## src/rtl/lsu_ctrl.sv

```systemverilog
// lsu_ctrl: load/store unit controller in front of mem_read / mem_write.
// Takes one request at a time from execute, drives the read or write block
// until it completes (or times out), then returns one response to writeback.
//
// Ports:
//   ACLK, ARESETn                 clock (rising edge), async active-low reset
//   in_valid/in_ready             request handshake
//   in_ren/in_wen                 load / store select
//   in_addr, in_wdata             byte address, right-justified store data
//   in_size, in_unsigned          access size (1/2/4/8 B), load zero-extend
//   rd_en/rd_addr/rd_valid/rd_data       mem_read interface
//   wr_en/wr_addr/wr_data/wr_mask/wr_finish  mem_write interface
//   out_valid/out_ready           response handshake
//   out_rdata, out_err            extended load data, error flag
module lsu_ctrl #(
  parameter int unsigned TIMEOUT = 256
) (
  input  logic        ACLK,
  input  logic        ARESETn,
  input  logic        in_valid,
  output logic        in_ready,
  input  logic        in_ren,
  input  logic        in_wen,
  input  logic [63:0] in_addr,
  input  logic [63:0] in_wdata,
  input  logic [1:0]  in_size,
  input  logic        in_unsigned,
  output logic        rd_en,
  output logic [63:0] rd_addr,
  input  logic        rd_valid,
  input  logic [63:0] rd_data,
  output logic        wr_en,
  output logic [63:0] wr_addr,
  output logic [63:0] wr_data,
  output logic [3:0]  wr_mask,
  input  logic        wr_finish,
  output logic        out_valid,
  input  logic        out_ready,
  output logic [63:0] out_rdata,
  output logic        out_err
);

  typedef enum logic [1:0] {S_IDLE, S_READ, S_WRITE, S_RESP} state_t;

  localparam int unsigned   CW       = (TIMEOUT > 1) ? $clog2(TIMEOUT) : 1;
  localparam logic [CW-1:0] CNT_LAST = CW'(TIMEOUT - 1);

  state_t        state_q, state_d;
  logic [63:0]   addr_q, addr_d;
  logic [63:0]   wdata_q, wdata_d;
  logic [1:0]    size_q, size_d;
  logic          uns_q, uns_d;
  logic [63:0]   rdata_q, rdata_d;
  logic          err_q, err_d;
  logic [CW-1:0] cnt_q, cnt_d;

  logic          misaligned;
  logic          timeout_hit;
  logic [63:0]   shifted;
  logic [63:0]   load_ext;
  logic [63:0]   store_data;

  always_comb begin
    misaligned = 1'b0;
    case (in_size)
      2'd0: misaligned = 1'b0;
      2'd1: misaligned = in_addr[0];
      2'd2: misaligned = |in_addr[1:0];
      default: misaligned = |in_addr[2:0];
    endcase
  end

  // rd_data is the whole aligned doubleword; bring the addressed byte to bit 0.
  assign shifted     = rd_data >> {addr_q[2:0], 3'b000};
  assign timeout_hit = (TIMEOUT != 0) && (cnt_q == CNT_LAST);

  always_comb begin
    load_ext = '0;
    case (size_q)
      2'd0: load_ext = uns_q ? {56'd0, shifted[7:0]}  : {{56{shifted[7]}},  shifted[7:0]};
      2'd1: load_ext = uns_q ? {48'd0, shifted[15:0]} : {{48{shifted[15]}}, shifted[15:0]};
      2'd2: load_ext = uns_q ? {32'd0, shifted[31:0]} : {{32{shifted[31]}}, shifted[31:0]};
      default: load_ext = shifted;
    endcase
  end

  always_comb begin
    store_data = '0;
    case (size_q)
      2'd0: store_data = {56'd0, wdata_q[7:0]};
      2'd1: store_data = {48'd0, wdata_q[15:0]};
      2'd2: store_data = {32'd0, wdata_q[31:0]};
      default: store_data = wdata_q;
    endcase
  end

  // Next state and registered datapath.
  always_comb begin
    state_d = state_q;
    addr_d  = addr_q;
    wdata_d = wdata_q;
    size_d  = size_q;
    uns_d   = uns_q;
    rdata_d = rdata_q;
    err_d   = err_q;
    cnt_d   = cnt_q;
    case (state_q)
      S_IDLE: begin
        if (in_valid) begin
          addr_d  = in_addr;
          wdata_d = in_wdata;
          size_d  = in_size;
          uns_d   = in_unsigned;
          rdata_d = '0;
          err_d   = 1'b0;
          cnt_d   = '0;
          if ((in_ren && in_wen) || ((in_ren || in_wen) && misaligned)) begin
            err_d   = 1'b1;
            state_d = S_RESP;
          end else if (in_ren) begin
            state_d = S_READ;
          end else if (in_wen) begin
            state_d = S_WRITE;
          end else begin
            state_d = S_RESP;
          end
        end
      end
      S_READ: begin
        // Completion wins over a timeout landing in the same cycle.
        if (rd_valid) begin
          rdata_d = load_ext;
          state_d = S_RESP;
        end else if (timeout_hit) begin
          err_d   = 1'b1;
          state_d = S_RESP;
        end else begin
          cnt_d = cnt_q + 1'b1;
        end
      end
      S_WRITE: begin
        if (wr_finish) begin
          state_d = S_RESP;
        end else if (timeout_hit) begin
          err_d   = 1'b1;
          state_d = S_RESP;
        end else begin
          cnt_d = cnt_q + 1'b1;
        end
      end
      default: begin
        if (out_ready) state_d = S_IDLE;
      end
    endcase
  end

  // Outputs are pure state decodes so reset drops en immediately.
  always_comb begin
    in_ready  = (state_q == S_IDLE);
    rd_en     = (state_q == S_READ);
    wr_en     = (state_q == S_WRITE);
    out_valid = (state_q == S_RESP);
    rd_addr   = rd_en ? addr_q : '0;
    wr_addr   = wr_en ? addr_q : '0;
    wr_data   = wr_en ? store_data : '0;
    wr_mask   = wr_en ? (4'b0001 << size_q) : 4'b0000;
    out_rdata = out_valid ? rdata_q : '0;
    out_err   = out_valid & err_q;
  end

  always_ff @(posedge ACLK or negedge ARESETn) begin
    if (!ARESETn) begin
      state_q <= S_IDLE;
      addr_q  <= '0;
      wdata_q <= '0;
      size_q  <= '0;
      uns_q   <= 1'b0;
      rdata_q <= '0;
      err_q   <= 1'b0;
      cnt_q   <= '0;
    end else begin
      state_q <= state_d;
      addr_q  <= addr_d;
      wdata_q <= wdata_d;
      size_q  <= size_d;
      uns_q   <= uns_d;
      rdata_q <= rdata_d;
      err_q   <= err_d;
      cnt_q   <= cnt_d;
    end
  end

endmodule

```

## config.mk

```make
export PLATFORM = sky130hd
export DESIGN_NAME = lsu_ctrl
export DESIGN_NICKNAME = d
export VERILOG_FILES = /design/src/rtl/lsu_ctrl.sv
export SDC_FILE = /design/constraint.sdc
export NUM_CORES = 1
export LEC_CHECK = 0
export ABC_AREA = 1
export BUFFER_PORTS_ARGS = -buffer_cell sky130_fd_sc_hd__buf_4
export CAP_MARGIN = 20
export CORE_AREA = 2 2 182 184
export CTS_BUF_LIST = sky130_fd_sc_hd__clkbuf_4
export DETAILED_ROUTE_END_ITERATION = 6
export DIE_AREA = 0 0 184 186
export SYNTH_ARGS = -nofsm -noshare
export SYNTH_HDL_FRONTEND = slang
export SYNTH_SLANG_ARGS = --single-unit
export TNS_END_PERCENT = 10
```

## constraint.sdc

```tcl
create_clock -name ACLK -period 3 [get_ports ACLK]
set_input_delay 0.6 -clock ACLK [delete_from_list [all_inputs] [get_ports ACLK]]
set_output_delay 0.6 -clock ACLK [all_outputs]
set_load 0.05 [all_outputs]
```

## Word-level counts from Yosys, hierarchy flattened

Index checks and enable logic that the tools add are counted.

| word-level totals | value |
|---|---|
| output and inout bits | 265 |
| logic and storage cells | 74 |
| input bits | 203 |
| register bits after elaboration | 206 |

| operators by class | value |
|---|---|
| bitwise logic cells | 1 |
| shifts and indexed selects | 2 |
| reduce and logical (&&, ||, !) cells | 16 |
| equality and inequality tests | 12 |
| add/sub/neg operators | 1 |
| muxes and demuxes | 34 |

Operator list:

| kind | number |
|---|---|
| $mux W64 | 9 |
| $pmux W64 S3 | 2 |
| $pmux W64 S2 | 1 |
| $shr A64 B6 Y64 | 1 |
| $mux W8 | 4 |
| $pmux W8 S3 | 1 |
| $mux W2 | 7 |
| $add A8 B1 Y8 const B | 1 |
| $eq A2 B2 Y1 const B | 4 |
| $eq A8 B8 Y1 const B | 1 |
| $eq A2 B1 Y1 const B | 3 |
| $logic_not A2 Y1 | 3 |
| $mux W1 | 6 |
| $ne A2 B2 Y1 const B | 3 |
| $pmux W1 S3 | 2 |
| $pmux W2 S3 | 1 |
| $mux W4 | 1 |
| $reduce_and A2 Y1 | 2 |
| $reduce_and A4 Y1 | 1 |
| $reduce_bool A4 Y1 | 1 |
| $shl A1 B2 Y4 const A | 1 |
| $reduce_and A3 Y1 | 1 |
| $reduce_bool A3 Y1 | 1 |
| $reduce_or A3 Y1 | 1 |
| other kinds (6) | 8 |

## Depth between registers and ports, before layout

| logic depth | value |
|---|---|
| word-level depth | 7 |
| depth in mapped cells | 13 |
| mapped depth without buffers | 13 |

## Worst setup path after synthesis

Ideal clock, no wire load.

| path | value |
|---|---|
| path kind | reg-to-output |
| start | reg state_q[0] |
| end | out wr_data[10] |
| required time | 2.400 ns |
| arrival time | 2.366 ns |
| buffers on the path | 2 |
| path slack | 0.034 ns |
| cell stages (with the launch flop) | 7 |
| cell sequence | dfrtp_1 > inv_1 > ha_1 > clkbuf_1 > clkbuf_1 > nand2_1 > nor2_1 |

| between the ends | value |
|---|---|
| cells in the longest elaborated chain, start to end | 2 |

Ends and longest elaborated chain:

| element | line | text |
|---|---|---|
| start, declared | 48 | `state_t state_q, state_d;` |
| start signal, assigned | 182 | `state_q <= state_d;` |
| $eq A2 B2 Y1 | 161 | `wr_en = (state_q == S_WRITE);` |
| via wr_en | 32 | `output logic wr_en,` |
| $mux W64 | 165 | `wr_data = wr_en ? store_data : '0;` |
| end, declared | 34 | `output logic [63:0] wr_data,` |

The timed path passes the listed nets, and every way through them passes these cells.

## Worst setup path in the final report

| path | value |
|---|---|
| start | reg state_q[0] |
| end | out wr_addr[22] |

| between the ends | value |
|---|---|
| cells in the longest elaborated chain, start to end | 2 |

Ends and longest elaborated chain:

| element | line | text |
|---|---|---|
| $eq A2 B2 Y1 | 161 |  |
| $mux W64 | 164 | `wr_addr = wr_en ? addr_q : '0;` |
| end, declared | 33 | `output logic [63:0] wr_addr,` |

No other way between the ends.

==> impl_results.md <==
- Status: completed
- Clock Pin Slew Worst Setup and Hold Paths: 0.06 ns
- Number of DRC markers in iteration 0: 802
- Power Density: 1080 mW/mm^2
- Routed Antenna Nets: 0
- Fmax: 0.344 GHz
- H-tree Lvls: 2
- Critical path's slowest cell: dfrtp_1
- # DRC: 0
- Antenna violations before repair: 8
- Post-route minimum period: 2.91 ns
- Cell Chain, Critical Path: inv_1 > ha_2 > buf_12 > nand2_1 > inv_1 > buf_4
- Leakage power figure: 10.7 nW
- Synth top area share: 41.7%
- Fin area: 0.0169 sq mm
- Slew Viols, Final: 0
- Die area: 0.0342 sq mm
- DP Area: 0.0161 sq mm
- Final Non-Filler Cells: 2818
- EDFF count, synth: 0
- Vias in the first global route: 13600
- Syn Inst Count: 1936
- VDD IR max: 0.605 mV
- Mean Syn Cell Area: 6.38 sq um
- FFs w/ async S/R, synth: 100%
- Largest net degree at the start of global routing: 105
- Routed WL: 47800 um
- Max-Cap Viols: 0
- Initial core utilization: 38.4%
- Rel. slew slack: 28.8%
- Worst-Skew Late Latency: 0.67 ns
- YS warnings: 0
- Die span in y: 186 um
- Class of the worst hold path: in2reg
- DR pass1 iterations: 5
- Required time of the critical path: 2.40 ns
- Die Wd: 184 um
- Critical path peak fanout: 72
- Vias: 13800
- Ranking of synthesized cells by area: dfrtp_1 42%, nand2_1 28%, inv_1 7.7%, nand3_1 4.5%, nor2_1 3.0%
- Avg WL per Cell: 17.0 um
- Netlist cell types: 32
- CP endpoint kind: primary output
- Most frequent CP cell: inv_1
- Final worst-path cycle share: 96.9%
- CP top delay family: buffers and inverters
- Mapped Nets: 2145
- Peak per-stage delay on the critical path: 0.43 ns
- CP startpoint kind: flip-flop
- TritonCTS buffer count: 55
- Clk_skew: 0.0364 ns
- Part of the Yosys area used for sequential elements: 41.7%
- Worst-Margin Slew: 1.07 ns
- Nets: 2578
- Congestion Overflow GR: 0
- Area grow syn2layout: 36.4%
- Max Root-Sink Buffers: 3
- I/O Pins: 468
- CTS Sinks: 206
- CTS tree: done
- Sum of buffers and inverters on the critical path: 4
- Hold slack: 0.124 ns
- Post-Place Cells: 2716
- Core ar.: 0.0322 sq mm
- Unrepaired setup endpoints after global routing: true
- DP HPWL: 35300 um
- Most used DFF post-synth: dfrtp_1
- Placement Rows: 66
- Setup CP Type: reg2out
- Register bit total from synthesis: 206
- First-pass GRT wire length: 72800 um
- WP data arrival: 2.31 ns
- Number of vias per cell: 4.89
- GPL Wtd Cong: 0.903
- Share of layout cells above drive strength 1: 25.6%
- Clk root buf: clkbuf_4
- Tot GR Track Use: 27.4%
- Final Hold Fails: 0
- Endpoints failing setup: 0
- Area leader, netlist: dfrtp_1
- Netlist Area Pre-Place: 0.0124 sq mm
- # port buffers: 467
[metrics by stage]
stage / setup slack (ns) / TNS, ns / power (mW) / utilization, %
4_1_cts: -0.00282 / -0.00282 / 18.2 / 52.2
2_1_floorplan: 0.0336 / 0 / 12.4 / -
5_1_grt: -0.0414 / -0.485 / 19.5 / 52.3
6_report: 0.0923 / 0 / 18.2 / 52.3
3_3_place_gp: 0.371 / 0 / 15.6 / 50.1
3_5_place_dp: 0.402 / 0 / 15.7 / 50.1
[per-layer routing]
metal / GRT usage, % / up-vias / share of wire (%)
met5: 0 / - / 0.12
li1: - / 6696 / -
met4: 12.8 / 8 / 4.0
met1: 31.2 / 6406 / 38
met3: 7.08 / 113 / 7.8
met2: 48.1 / 553 / 50
[state kept, by name, indices dropped and copies added, names as in the netlist]
register and count:
uns_q 1, size_q 2, rdata_q 64, state_q 2, wdata_q 64, err_q 1, cnt_q 8, addr_q 64
[worst reg2reg max path, stage by stage (launching register included)]
cell and delay, ns:
dfrtp_1 0.43, inv_1 0.12, ha_2 0.32, buf_12 0.29, nand2_1 0.11, nand3_1 0.10, inv_1 0.06, nand2_1 0.20
nand2_2 0.16, inv_2 0.13, nor2_1 0.05, nor2_1 0.08, nor2_1 0.04
[power breakdown]
part           switching, mW  total, mW  leakage, nW  internal (mW)
Clock                   1.18       2.42        0.403           1.24
Combinational           7.76       10.8         7.64           3.08
Sequential             0.912       4.90         2.63           3.98
[cells in the mapped netlist, types with 5 or more instances]
cell type	number
a21oi_1	68
and2_0	5
buf_1	17
buf_2	36
buf_4	7
buf_6	7
clkbuf_1	53
dfrtp_1	206
ha_1	6
inv_1	252
inv_2	8
nand2_1	933
nand3_1	112
nor2_1	98
o211ai_1	20
o21ai_0	71
o21ai_1	6
o31ai_1	7
or2_2	8
[cell type report]
type / instances / area [sq um]
Fill cell: 3408 / 15400
Tap cell: 408 / 510
Clock inverter: 12 / 52.6
Multi-Input combinational cell: 1349 / 5670
Antenna cell: 4 / 10.0
Timing Repair Buffer: 496 / 3840
Inverter: 261 / 996
Sequential cell: 206 / 5160
Clock buffer: 82 / 616
[path summary, 6_finish.rpt]
path                              from           to  slack [ns]  cells after the start
setup / recovery            state_q[0]  wr_addr[22]        0.09                      6
hold / removal             in_addr[23]   addr_q[23]        0.12                      3
setup reg to reg            state_q[0]     cnt_q[4]        0.79                     12
hold reg to reg            rdata_q[52]  rdata_q[52]        0.48                      2
max in group asynchronous      ARESETn   rdata_q[3]        1.59                      3
min in group asynchronous      ARESETn  wdata_q[47]        0.54                      2
[cells by family (layout without fill, tap and decap cells)]
kind of cell	count (synthesis)	count (layout)	synth area share, %
AND/OR/NAND/NOR	1166	1166	37.2
buffers and inverters	381	851	12.6
flip-flops	206	206	41.7
AO/OA/AOI/OAI	176	176	7.78
adder cells (fa/ha/maj)	6	6	0.608
XOR/XNOR	1	1	0.0709
other	0	4	0
[cell usage in the layout, fill, tap and decap left out, types with 2 or more instances in the layout]
master / instances
o21ai_0: 71
a21oi_1: 68
o21ai_1: 6
ha_1: 3
o211ai_1: 20
nand2_1: 929
and2_0: 5
o31ai_1: 7
buf_4: 485
or2_2: 8
inv_1: 250
inv_2: 7
dfrtp_1: 204
clkbuf_4: 82
clkinv_2: 2
clkinv_1: 9
diode_2: 4
nand2_4: 3
buf_12: 9
nand2_2: 5
nand3_1: 112
dfrtp_2: 2
a22o_1: 2
nor2_1: 98
ha_2: 3
inv_4: 2
[what timing repair did]
item / in CTS / in global routing
hold endpoints to repair: 69 / 0
hold buffers: 1 / 0
gates resized for setup: 6 / 4
buffers inserted: 0 / 3
endpoints found under the setup margin: 52 / 59
No activity file was read; power rests on OpenSTA's default activity.
